<file path="src/rtl/kl8_tty.sv">
// kl8_tty: PDP-8 console teletype controller bridging the IOT bus to a UART handshake
module kl8_tty #(
  parameter logic [5:0] KBD_DEV = 6'o03,
  parameter logic [5:0] TTY_DEV = 6'o04,
  parameter int TX_GUARD = 1
) (
  input  logic        clk,
  input  logic        reset,
  input  logic        iot,
  input  logic [5:0]  io_select,
  input  logic [2:0]  io_op,
  input  logic [11:0] io_data_in,
  output logic [11:0] io_data_out,
  output logic        io_data_avail,
  output logic        io_clear_ac,
  output logic        io_skip,
  output logic        io_interrupt,
  output logic        tx_req,
  input  logic        tx_ack,
  output logic [7:0]  tx_data,
  input  logic        tx_empty,
  output logic        rx_req,
  input  logic        rx_ack,
  input  logic        rx_empty,
  input  logic [7:0]  rx_data
);
  typedef enum logic [1:0] {T_IDLE, T_REQ, T_GUARD, T_DRAIN} tx_state_t;
  typedef enum logic [1:0] {R_IDLE, R_REQ, R_CAPT} rx_state_t;
  localparam logic [3:0] GUARD_LAST = 4'(TX_GUARD - 1);
  tx_state_t tx_state, tx_next;
  rx_state_t rx_state, rx_next;
  logic [3:0] guard_cnt;
  logic kbd_flag, tpr_flag, tx_pending, shadow_valid;
  logic [7:0] kbuf, tbuf, shadow;
  logic kbd_sel, tty_sel, kcc, tcf, tpc, tpc_shadow, tx_done, rx_capt;
  logic unused_ac_hi;
  assign unused_ac_hi = ^io_data_in[11:8];
  assign kbd_sel = iot && io_select == KBD_DEV;
  assign tty_sel = iot && io_select == TTY_DEV;
  assign kcc = kbd_sel && io_op[1];
  assign tcf = tty_sel && io_op[1];
  assign tpc = tty_sel && io_op[2];
  assign io_skip = (kbd_sel && io_op[0] && kbd_flag) || (tty_sel && io_op[0] && tpr_flag);
  assign io_clear_ac = kcc;
  assign io_data_avail = kbd_sel && io_op[2];
  assign io_data_out = io_data_avail ? {4'b0, kbuf} : 12'b0;
  assign io_interrupt = kbd_flag | tpr_flag;
  assign tx_req = tx_state == T_REQ;
  assign tx_data = tbuf;
  assign rx_req = rx_state == R_REQ;
  assign tx_done = tx_state == T_DRAIN && tx_empty;
  assign rx_capt = rx_state == R_CAPT;
  // A byte that is already committed to go out (in handshake, or starting this edge) must not be disturbed, so a new TPC parks in the shadow
  assign tpc_shadow = tx_state == T_REQ || (tx_state == T_IDLE && tx_pending);
  // Transmit sequencing: request, guard delay, then wait for the line to drain
  always_comb begin
    tx_next = tx_state;
    case (tx_state)
      T_IDLE:  tx_next = tx_pending ? T_REQ : T_IDLE;
      T_REQ:   tx_next = tx_ack ? T_GUARD : T_REQ;
      T_GUARD: tx_next = guard_cnt == GUARD_LAST ? T_DRAIN : T_GUARD;
      default: tx_next = tx_empty ? T_IDLE : T_DRAIN;
    endcase
  end
  // Receive sequencing: fetch only when the keyboard buffer has been consumed
  always_comb begin
    rx_next = R_IDLE;
    case (rx_state)
      R_IDLE:  rx_next = (!rx_empty && !kbd_flag) ? R_REQ : R_IDLE;
      R_REQ:   rx_next = rx_ack ? R_CAPT : R_REQ;
      default: rx_next = R_IDLE;
    endcase
  end
  // State registers and guard counter
  always_ff @(posedge clk) begin
    if (reset) begin
      tx_state <= T_IDLE;
      rx_state <= R_IDLE;
      guard_cnt <= 4'd0;
    end else begin
      tx_state <= tx_next;
      rx_state <= rx_next;
      guard_cnt <= tx_state == T_GUARD ? guard_cnt + 4'd1 : 4'd0;
    end
  end
  // Flags and buffers; hardware events (capture, drain completion) win over software clears
  always_ff @(posedge clk) begin
    if (reset) begin
      kbd_flag <= 1'b0;
      tpr_flag <= 1'b0;
      kbuf <= 8'd0;
      tbuf <= 8'd0;
      shadow <= 8'd0;
      shadow_valid <= 1'b0;
      tx_pending <= 1'b0;
    end else begin
      kbd_flag <= rx_capt || (kbd_flag && !kcc);
      tpr_flag <= tx_done || (tpr_flag && !tcf);
      if (rx_capt) kbuf <= rx_data;
      if (tpc && tpc_shadow) shadow <= io_data_in[7:0];
      shadow_valid <= tpc ? tpc_shadow : shadow_valid && tx_state != T_IDLE;
      tx_pending <= tpc || (tx_pending && tx_state != T_IDLE);
      tbuf <= (tpc && !tpc_shadow) ? io_data_in[7:0] : (tx_state == T_IDLE && shadow_valid) ? shadow : tbuf;
    end
  end
endmodule

</file>
<file path="config.mk">
export PLATFORM = sky130hd
export DESIGN_NAME = kl8_tty
export DESIGN_NICKNAME = d
export VERILOG_FILES = /design/src/rtl/kl8_tty.sv
export SDC_FILE = /design/constraint.sdc
export NUM_CORES = 1
export LEC_CHECK = 0
export ABC_AREA = 1
export CORE_MARGIN = 8
export CORE_UTILIZATION = 48
export DETAILED_ROUTE_END_ITERATION = 16
export PLACE_DENSITY = 0.85
export SLEW_MARGIN = 40
export SYNTH_ARGS = -nofsm -noshare
export SYNTH_HDL_FRONTEND = slang
export SYNTH_SLANG_ARGS = --single-unit
</file>
<file path="constraint.sdc">
create_clock -name clk -period 1.9 [get_ports clk]
set_input_delay 0.285 -clock clk [delete_from_list [all_inputs] [get_ports clk]]
set_output_delay 0.285 -clock clk [all_outputs]
set_load 0.005 [all_outputs]
</file>
### Word level (Yosys, flattened, before mapping)

Index checks and enable logic that the tools add are counted.

* output and inout port bits: 26
* bits of input ports: 36
* register bits: 36
* logic and storage cells: 68

* bitwise gates (word level): 2
* mux-type cells: 12
* reduce and logical (&&, ||, !) cells: 36
* $add $sub $neg: 1
* equality and inequality tests: 7

Operators by type and width (number)
* 8-bit two-way mux: 3
* 1-bit logical AND: 20
* 2-bit equality test (second input constant): 3
* 6-bit by 2-bit equality test with 1-bit output (second input constant): 1
* 6-bit by 3-bit equality test with 1-bit output (second input constant): 1
* 2-bit two-way mux: 3
* 2-bit case mux with 3 select lines: 1
* 1-bit logical NOT: 5
* 1-bit logical OR: 5
* 4-bit by 1-bit adder with 4-bit output (second input constant): 1
* 2-bit by 1-bit equality test with 1-bit output (second input constant): 2
* 2-bit logical NOT: 2
* 4-bit logical NOT: 1
* 1-bit two-way mux: 4
* 2-bit case mux with 2 select lines: 1
* 2-bit nonzero test: 2
* 2-bit OR reduction: 1
* 1-bit NOT: 1
* 1-bit bitwise OR: 1

### Longest topological paths before layout

Gate-level depths: netlist (run 1).

* depth in word-level cells: 6
* depth in mapped cells: 9

### Worst setup path after synthesis (run 1)

OpenSTA, ideal clock, no wires.

* path type: in2out
* start: input iot
* end: output io_skip
* stages on the path: 7
* path buffers: 1
* path slack: 569 ps
* data required time: 1615 ps
* arrival: 1046 ps
* cells stage by stage: inv_1 -> nor2_1 -> nand2_1 -> nor2_4 -> buf_2 -> nand2_1 -> a21boi_0

* cells in the longest elaborated chain, start to end: 4
* elaborated cells between the ends (all ways): 7
* those cells by class: reduce/logical: 7

Ends and longest elaborated chain
* start: declaration: line 9 `input logic iot,`
* 1-bit logical AND, on equally long branches: line 38, 39
* 1-bit logical AND (2 in series): line 43 `assign io_skip = (kbd_sel && io_op[0] && kbd_flag) || (tty_sel && io_op[0] && tpr_flag);`
* 1-bit logical OR *: line 43
* end: declaration: line 16 `output logic io_skip,`

Every way passes the cells marked *; elsewhere a longest branch is shown, timed or not.

### Worst setup path after layout (run 1)

* start: input io_op[2]
* end: output io_data_out[2]

* cells in the longest elaborated chain, start to end: 2

Ends and longest elaborated chain
* start: declaration: line 11 `input logic [2:0] io_op,`
* 1-bit logical AND: line 45 `assign io_data_avail = kbd_sel && io_op[2];`
* 8-bit two-way mux: line 46 `assign io_data_out = io_data_avail ? {4'b0, kbuf} : 12'b0;`
* end: declaration: line 13 `output logic [11:0] io_data_out,`

Every way passes these cells.

==> results.toml, run 1 <==
[outcome]
status = "finished clean"

[timing]
finalCriticalPeriod_ns = 1.81
fin_skew_ns = 0.00953
hold_violations = 0
min_period_over_period = 0.954
maxSlewViolCount = 0
finalSetupViolCount = 0
fmax_ghz = 0.552

[setup_path]
critical_path_peak_fanout = 4
r2r-start = "tx_state[0]"
end_kind = "output pin"
r2r_cells = 5
reg2reg_slack_ns = 0.55
crit_path_start = "io_op[2]"
start_kind = "primary input"
reg2reg_to = "shadow[5]"
worstPathRequired_ns = 1.62
critPathArrivalTime_ns = 1.53
critical_path_class = "primary input to output pin"

[floorplanning]
die_x_um = 76.2
ios = 62
initial_utilization = 0.487
rows = 22
dieArea_um2 = 5810
core_um2 = 3580
fp.dieH_um = 76.2

[detailed_routing]
drc = 0
wl_mm = 4.65
initialDrtViolationCount = 144
ant_nets = 0
firstDrtPassIters = 4
met1_length_mm = 1.90
wl_met3_um = 456
top_layer_used = "met4"
viasPerCell = 5.02
vias = 1746
routedWlPerCell_um = 13.4
wl_met2_mm = 2.22

[placed_design]
placed_area_um2 = 2270
portBuffers = 53
place_hpwl_mm = 3.20
place_congestion = 0.756

[yosys]
synth_cell_type_count = 28
synth_top_area_cell = "dfxtp_1"
syn_avg_cell_area_um2 = 7.35
synth-seq-cells = 36
yosys_warnings = 0
netlist_area_um2 = 1740
ys_top_cells_by_area = "dfxtp_1 (41%), nand2_1 (9.5%), a21oi_1 (8.0%), inv_1 (6.7%), nand4_1 (6.5%)"
yosysTopAreaCellShare = 0.414
yosysSeqAreaShare = 0.414
syn_inst = 237

[pwr]
leakagePower_nw = 0.984
switching_share = 0.251
power_density_nw_per_um2 = 561
internal_power_mw = 1.02
seqPwrFrac = 0.566
comb_power_share = 0.110
p_sw_mw = 0.341
max-vdd-ir-drop_uv = 341
clkPwrFrac = 0.324

[clocking]
cts.sinks = 36
cts_made_buffers = 5
root_buffer = "clkbuf_4"
tritoncts = "done"
cts.clk_slew.worst_paths_ns = 0.10
clk_path_buf_depth = 2
htreeDepth = 2
clk-insertion-delay-late_ns = 0.36

[worst_hold_path]
min_path_type = "register to register"
whs_path_depth = 2
hp-start = "kbuf[1]"
holdPathEnd = "kbuf[1]"

[global_route]
grt_max_degree = 23
grt-ovfl-total = 0
antenna_found_initial = 0
grt_pass1_vias = 1739
gr-usage-all-layers = 0.161
grt_pass1_wl_mm = 7.78

[run]
cap_violations = 0

[layout]
antennaDiodeCount = 0
layout-drive-gt1-share = 0.167
area_growth_pct = 39.5
post-route-util = 0.679
nNetsFinal = 337
fillers = 322
postLayoutCellArea_um2 = 2430
[final cells by class]
type,instances,area (um2),area share
multi-input combinational,159,856,0.352
clock buffer,6,51.3,0.0211
tap,48,60.1,0.0247
timing repair buffer,63,601,0.247
inverter,34,130,0.0536
sequential,36,722,0.297
clock inverter,2,10.0,0.00412
[cells in the mapped netlist]
cell and number:
nand4_1 18, xnor2_1 1, dlygate4sd1_1 1, conb_1 1, o21ai_4 1, nand2_1 44, nand3_1 13, nand4_2 1
a21boi_0 1, ha_1 2, buf_6 3, buf_2 3, nand3_4 1, nor3_1 2, inv_2 3, or2_2 2
inv_1 31, nand2_2 4, a21oi_1 28, a21oi_2 2, nor2_4 2, buf_4 4, nand3_2 1, clkbuf_1 1
a31oi_1 1, o21ai_0 9, nor2_1 21, dfxtp_1 36
[cells in the final DEF, fill, tap and decap left out, drive strengths merged, types with 4 or more instances in the layout]
| cell type | instances |
|---|---|
| nand3 | 15 |
| clkbuf | 7 |
| a21oi | 30 |
| nand2 | 48 |
| clkdlybuf4s50 | 36 |
| dlygate4sd2 | 10 |
| nor2 | 23 |
| o21ai | 10 |
| inv | 34 |
| conb | 4 |
| dfxtp | 36 |
| buf | 13 |
| nand4 | 20 |
[power by group through the flow]
stage               clock network (mW)  logic (mW)  registers (mW)
global placement                     0       0.135           0.788
finish                           0.442       0.150           0.771
floorplan                            0      0.0579           0.787
detailed placement                   0       0.137           0.788
global route                     0.490       0.163           0.773
CTS                              0.442       0.144           0.771
[critical path: stages]
cell and delay [ns]:
clkdlybuf4s50_1 0.62, nand4_4 0.17, buf_6 0.16, buf_6 0.10
nor2_2 0.09, buf_2 0.11
[routing by layer]
| metal | global-route usage | up-vias |
|---|---|---|
| li1 | - | 890 |
| met1 | 0.167 | 785 |
| met2 | 0.268 | 61 |
| met3 | 0.0849 | 10 |
| met4 | 0.0654 | 0 |
| met5 | 0 | - |
[what timing repair did]
item / CTS / global route
pin swaps: 8 / 2
hold buffers: 0 / 0
hold endpoints to repair: 0 / 0
setup endpoints to repair: 11 / 7
gates resized for setup: 40 / 8
buffers inserted: 6 / 2
cloned: 1 / 0
[state kept, by name, summed over array words and instances (netlist names), 2 cells and up]
name	flops
kbuf	8
shadow	8
tx_data	8
guard_cnt	4
rx_state	2
tx_state	2
[worst max-delay path by stage]
stage / slack [ns] / depth (start not counted) / endpoint
final: 0.09 / 6 / io_data_out[2]
after global routing: -0.005 / 9 / io_data_out[7]
after CTS: 0.01 / 9 / io_data_out[2]
after detailed placement: -0.42 / 8 / io_data_out[3]
after global placement: -0.33 / 8 / io_data_out[5]
after floorplan: 0.57 / 7 / io_skip
[kinds of logic (layout without fill, tap and decap cells)]
logic type               Yosys count  in the layout  synth area share
AND/OR/NAND/NOR                  109            110             0.305
buffers and inverters             46            105             0.126
flip-flops                        36             36             0.414
other                              1              4           0.00215
AO/OA/AOI/OAI                     42             42             0.134
adder cells (fa/ha/maj)            2              2            0.0144
XOR/XNOR                           1              1           0.00503
[stage by stage]
stage               total power, mW  cells  setup TNS [ns]  hold WS [ns]  setup WS (ns)
floorplan                     0.845    240               0         0.362          0.569
global placement              0.923    332           -3.26         0.445         -0.328
detailed placement            0.926    332           -4.04         0.448         -0.418
CTS                            1.36    347               0         0.464         0.0113
global route                   1.43    348        -0.00495         0.474       -0.00495
finish                         1.36    348               0         0.470         0.0872
Note: power is estimated with default switching activity, not from simulation.
==> run 2: changes to the inputs <==
- CELL_PAD_IN_SITES_DETAIL_PLACEMENT: default -> 2
- CELL_PAD_IN_SITES_GLOBAL_PLACEMENT: default -> 2
- CORE_UTILIZATION: 48 -> 25
- PLACE_DENSITY: 0.85 -> 0.82
- RECOVER_POWER: default -> 50
==> results.toml, run 2 (synthesis gave the netlist of run 1 again) <==
[pwr]
power_density_nw_per_um2 = 637
max-vdd-ir-drop_uv = 238
clkPwrFrac = 0.424
seqPwrFrac = 0.478
comb_power_share = 0.098
p_total_mw = 1.61
p_sw_mw = 0.375
switching_share = 0.233
internal_power_mw = 1.24
leakagePower_nw = 1.06

[worst_hold_path]
min_path_type = "register to register"
whs_path_depth = 2
hp-start = "shadow[1]"
holdPathEnd = "shadow[1]"

[setup_path]
slowest_delay_ns = 0.46
worstPathRequired_ns = 1.62
r2r_cells = 5
start_kind = "primary input"
crit_chain = "clkdlybuf4s50_1 -> inv_1 -> nor2_1 -> nand2_1 -> inv_2 -> buf_6 -> nand4_4 -> buf_4 -> nor2_1 -> buf_2"
reg2reg_to = "shadow[6]"
r2r-start = "tx_state[0]"
critical_path_class = "primary input to output pin"
slowest_stage = "clkdlybuf4s50_1"
reg2reg_slack_ns = 0.43
end_kind = "output pin"
critPathArrivalTime_ns = 1.63
cp_common_cell = "nor2_1"
critical_path_peak_fanout = 4

[detailed_routing]
routedWlPerCell_um = 16.2
viasPerCell = 4.83
wl_mm = 6.25
firstDrtPassIters = 4
ant_nets = 0
vias = 1861
drc = 0
initialDrtViolationCount = 20

[clocking]
cts_made_buffers = 5
postCtsHoldBufs = 0
htreeDepth = 2
clk-insertion-delay-late_ns = 0.30
cts.sinks = 36
cts.clk_slew.worst_paths_ns = 0.07
tritoncts = "done"
root_buffer = "clkbuf_8"
clk_path_buf_depth = 2

[outcome]
failed_checks = "setup timing"
status = "complete, but fails checks"

[floorplanning]
core_um2 = 6760
initial_utilization = 0.258
fp.dieH_um = 99.5
die_x_um = 99.5
rows = 30
dieArea_um2 = 9890
ios = 62

[global_route]
grt_pass1_wl_mm = 9.58
grt_max_degree = 21
gr-usage-all-layers = 0.120
grt_busiest_layer = "met2"
grt_pass1_vias = 1992
grt-ovfl-total = 0
grt_util_met2 = 0.217
antenna_found_initial = 0
use_met1 = 0.125
met3_usage = 0.0468

[timing]
setup_tns_ns = -0.0115
finalCriticalPeriod_ns = 1.91
min_period_over_period = 1.01
maxSlewViolCount = 0
whs_ns = 0.464
rsz0062_at_grt = "yes"
setup_ws_ns = -0.0115
finalSetupViolCount = 1
fmax_ghz = 0.523
hold_violations = 0
fin_skew_ns = 0.00207

[placed_design]
place_hpwl_mm = 4.23
placed_area_um2 = 2330
portBuffers = 53
dp_slack_ns = -0.385
dp_cells = 366
place_congestion = 0.667

[layout]
mostFrequentLayoutCells = "nand2_1 (44), dfxtp_1 (36), clkdlybuf4s50_1 (33), inv_1 (29), a21oi_1 (28)"
area_growth_pct = 45.1
fillers = 813
stdcell_count = 385
final_common_cell = "nand2_1"
nNetsFinal = 342
post-route-util = 0.374
layout-drive-gt1-share = 0.174
postLayoutCellArea_um2 = 2530
antennaDiodeCount = 0

[run]
cap_violations = 0
-- run 2: cell types whose count changed in the layout (fill, tap and decap cells not counted), sizes merged, moves of 2 or more --
cell,delta
buf,+5
clkbuf,+3
clkdlybuf4s15,-2
clkdlybuf4s50,-3
dlygate4sd2,-10
dlygate4sd3,+9
dlymetal6s2s,+2
-- run 2: area by class of cell --
type / instances / area [um2] / area share
well taps: 80 / 100 / 0.0396
clock buffers: 6 / 72.6 / 0.0287
inverters: 34 / 128 / 0.0505
multi-input cells: 160 / 861 / 0.341
repair buffers: 67 / 611 / 0.242
flip-flops and latches: 36 / 721 / 0.285
clock inverters: 2 / 35.0 / 0.0139
-- run 2: how the worst max path moves through the flow --
stage               slack [ns]              to  from  cells after the start
global route             -0.13  io_data_out[7]   iot                     10
finish                   -0.01  io_data_out[7]   iot                     10
CTS                      -0.25  io_data_out[0]   iot                      8
detailed placement       -0.38  io_data_out[2]   iot                      8
floorplan                 0.57         io_skip   iot                      7
global placement         -0.30  io_data_out[6]   iot                      8
-- run 2: power by group through the flow --
stage	sequential, mW	clock [mW]	combinational (mW)
2_1_floorplan	0.787	0	0.0579
3_3_place_gp	0.788	0	0.140
3_5_place_dp	0.789	0	0.145
4_1_cts	0.771	0.704	0.152
5_1_grt	0.772	0.733	0.171
6_report	0.771	0.683	0.158
-- run 2: routing by layer --
layer | wire length, um | vias to the layer above
li1 | - | 906
met1 | 2450 | 901
met2 | 3290 | 44
met3 | 415 | 10
met4 | 91 | 0
met5 | 0 | -
-- run 2: what timing repair did --
action,in CTS,in global routing
gates resized for setup,12,26
pin swaps,1,2
cloned,1,1
buffers inserted,2,7
setup endpoints to repair,11,13
-- run 2: critical path: cells and delay by family --
kind	cells	cell delay [ns]
buffers and inverters	6	1.01
and+or+nand+nor	4	0.33
==> run 3: changes to the inputs <==
- SKIP_LAST_GASP: default -> 1
==> results.toml, run 3 (synthesis gave the netlist of run 1 again) <==
[detailed_routing]
ant_nets = 0
drc = 0
viasPerCell = 4.79
vias = 1850
initialDrtViolationCount = 30
routedWlPerCell_um = 16.5
wl_mm = 6.36
firstDrtPassIters = 4

[setup_path]
slowest_delay_ns = 0.51
r2r-start = "tx_state[0]"
critical_path_class = "primary input to output pin"
r2r_cells = 5
cp_common_cell = "clkdlybuf4s50_1"
start_kind = "primary input"
end_kind = "output pin"
worstPathRequired_ns = 1.62
reg2reg_slack_ns = 0.47
reg2reg_to = "shadow[6]"
slowest_stage = "clkdlybuf4s50_1"
critical_path_peak_fanout = 3
crit_chain = "clkdlybuf4s50_1 -> inv_2 -> nand4_4 -> nor2_2 -> clkdlybuf4s50_1"
critPathArrivalTime_ns = 1.64

[worst_hold_path]
min_path_type = "register to register"
hp-start = "shadow[1]"
whs_path_depth = 2
holdPathEnd = "shadow[1]"

[floorplanning]
rows = 30
fp.dieH_um = 99.5
ios = 62
core_um2 = 6760
initial_utilization = 0.258
dieArea_um2 = 9890
die_x_um = 99.5

[placed_design]
place_congestion = 0.667
place_hpwl_mm = 4.23
dp_cells = 366
portBuffers = 53
dp_slack_ns = -0.385

[global_route]
gr-usage-all-layers = 0.120
grt_pass1_wl_mm = 9.58
grt_pass1_vias = 1992
grt-ovfl-total = 0
antenna_found_initial = 0
grt_max_degree = 21

[timing]
rsz0062_at_grt = "yes"
finalSetupViolCount = 1
setup_ws_ns = -0.0232
fmax_ghz = 0.520
finalCriticalPeriod_ns = 1.92
hold_violations = 0
whs_ns = 0.464
fin_skew_ns = 0.00313
maxSlewViolCount = 0
min_period_over_period = 1.01

[clocking]
cts.sinks = 36
clk-insertion-delay-late_ns = 0.30
postCtsHoldBufs = 0
clk_path_buf_depth = 2
cts.clk_slew.worst_paths_ns = 0.07
root_buffer = "clkbuf_8"
tritoncts = "done"
htreeDepth = 2
cts_made_buffers = 5

[layout]
stdcell_count = 386
nNetsFinal = 343
mostFrequentLayoutCells = "nand2_1 (43), dfxtp_1 (36), clkdlybuf4s50_1 (35), inv_1 (28), a21oi_1 (28)"
final_common_cell = "nand2_1"
post-route-util = 0.385
fillers = 806
area_growth_pct = 49.4
antennaDiodeCount = 0
layout-drive-gt1-share = 0.170

[pwr]
max-vdd-ir-drop_uv = 245
leakagePower_nw = 1.16
power_density_nw_per_um2 = 621

[run]
cap_violations = 0

[outcome]
status = "complete, but fails checks"
failed_checks = "setup timing"
run 3: changes by cell type in the layout (fill, tap and decap cells not counted), sizes merged:
cell           change
nand3              -1
buf                +1
clkbuf             -4
dlymetal6s2s      +10
dlygate4sd3        -8
clkdlybuf4s50      +2
dlygate4sd2        +1
run 3: cell type report:
| cell class | instances | area [um2] | share of cell area |
|---|---|---|---|
| clock inverter | 2 | 35.0 | 0.0135 |
| inverter | 34 | 130 | 0.0500 |
| clock buffer | 6 | 72.6 | 0.0279 |
| multi-input combinational | 159 | 856 | 0.329 |
| sequential | 36 | 721 | 0.277 |
| tap | 80 | 100 | 0.0385 |
| timing repair buffer | 69 | 687 | 0.264 |
run 3: routing by layer:
metal,wire [um],vias up,track usage
li1,-,902,-
met1,2560,899,0.125
met2,3340,41,0.217
met3,396,8,0.0468
met4,65,0,0.0349
met5,0,-,0
run 3: worst max-delay path by stage:
stage | slack [ns] | cells after the start | from | end
after global placement | -0.30 | 8 | iot | io_data_out[6]
after CTS | -0.25 | 8 | iot | io_data_out[0]
after detailed placement | -0.38 | 8 | iot | io_data_out[2]
final | -0.02 | 5 | io_select[2] | io_data_out[3]
after floorplan | 0.57 | 7 | iot | io_skip
after global routing | -0.06 | 5 | io_select[2] | io_data_out[3]
run 3: what timing repair did:
| item | in CTS | in global routing |
|---|---|---|
| cloned | 1 | 0 |
| resized for setup | 11 | 29 |
| buffers inserted | 2 | 9 |
| pin swaps | 1 | 5 |
| endpoints found under the setup margin | 11 | 13 |
run 3: worst max-delay path, delay by kind of cell:
kind          cells  cell delay [ns]
buf+inv           3             1.08
simple gates      2             0.27
run 3: report_power, final:
group	switching, mW	internal, mW
Sequential	0.00590	0.765
Combinational	0.0788	0.0840
Clock	0.292	0.390
Total	0.377	1.24
run 3: stage by stage:
stage	total power, mW	instance area, um2	TNS (ns)
after floorplan	0.845	1750	0
after global placement	0.928	2330	-4.01
after detailed placement	0.934	2330	-5.66
after CTS	1.63	2470	-1.62
after global routing	1.68	2600	-0.0874
final	1.62	2600	-0.0232
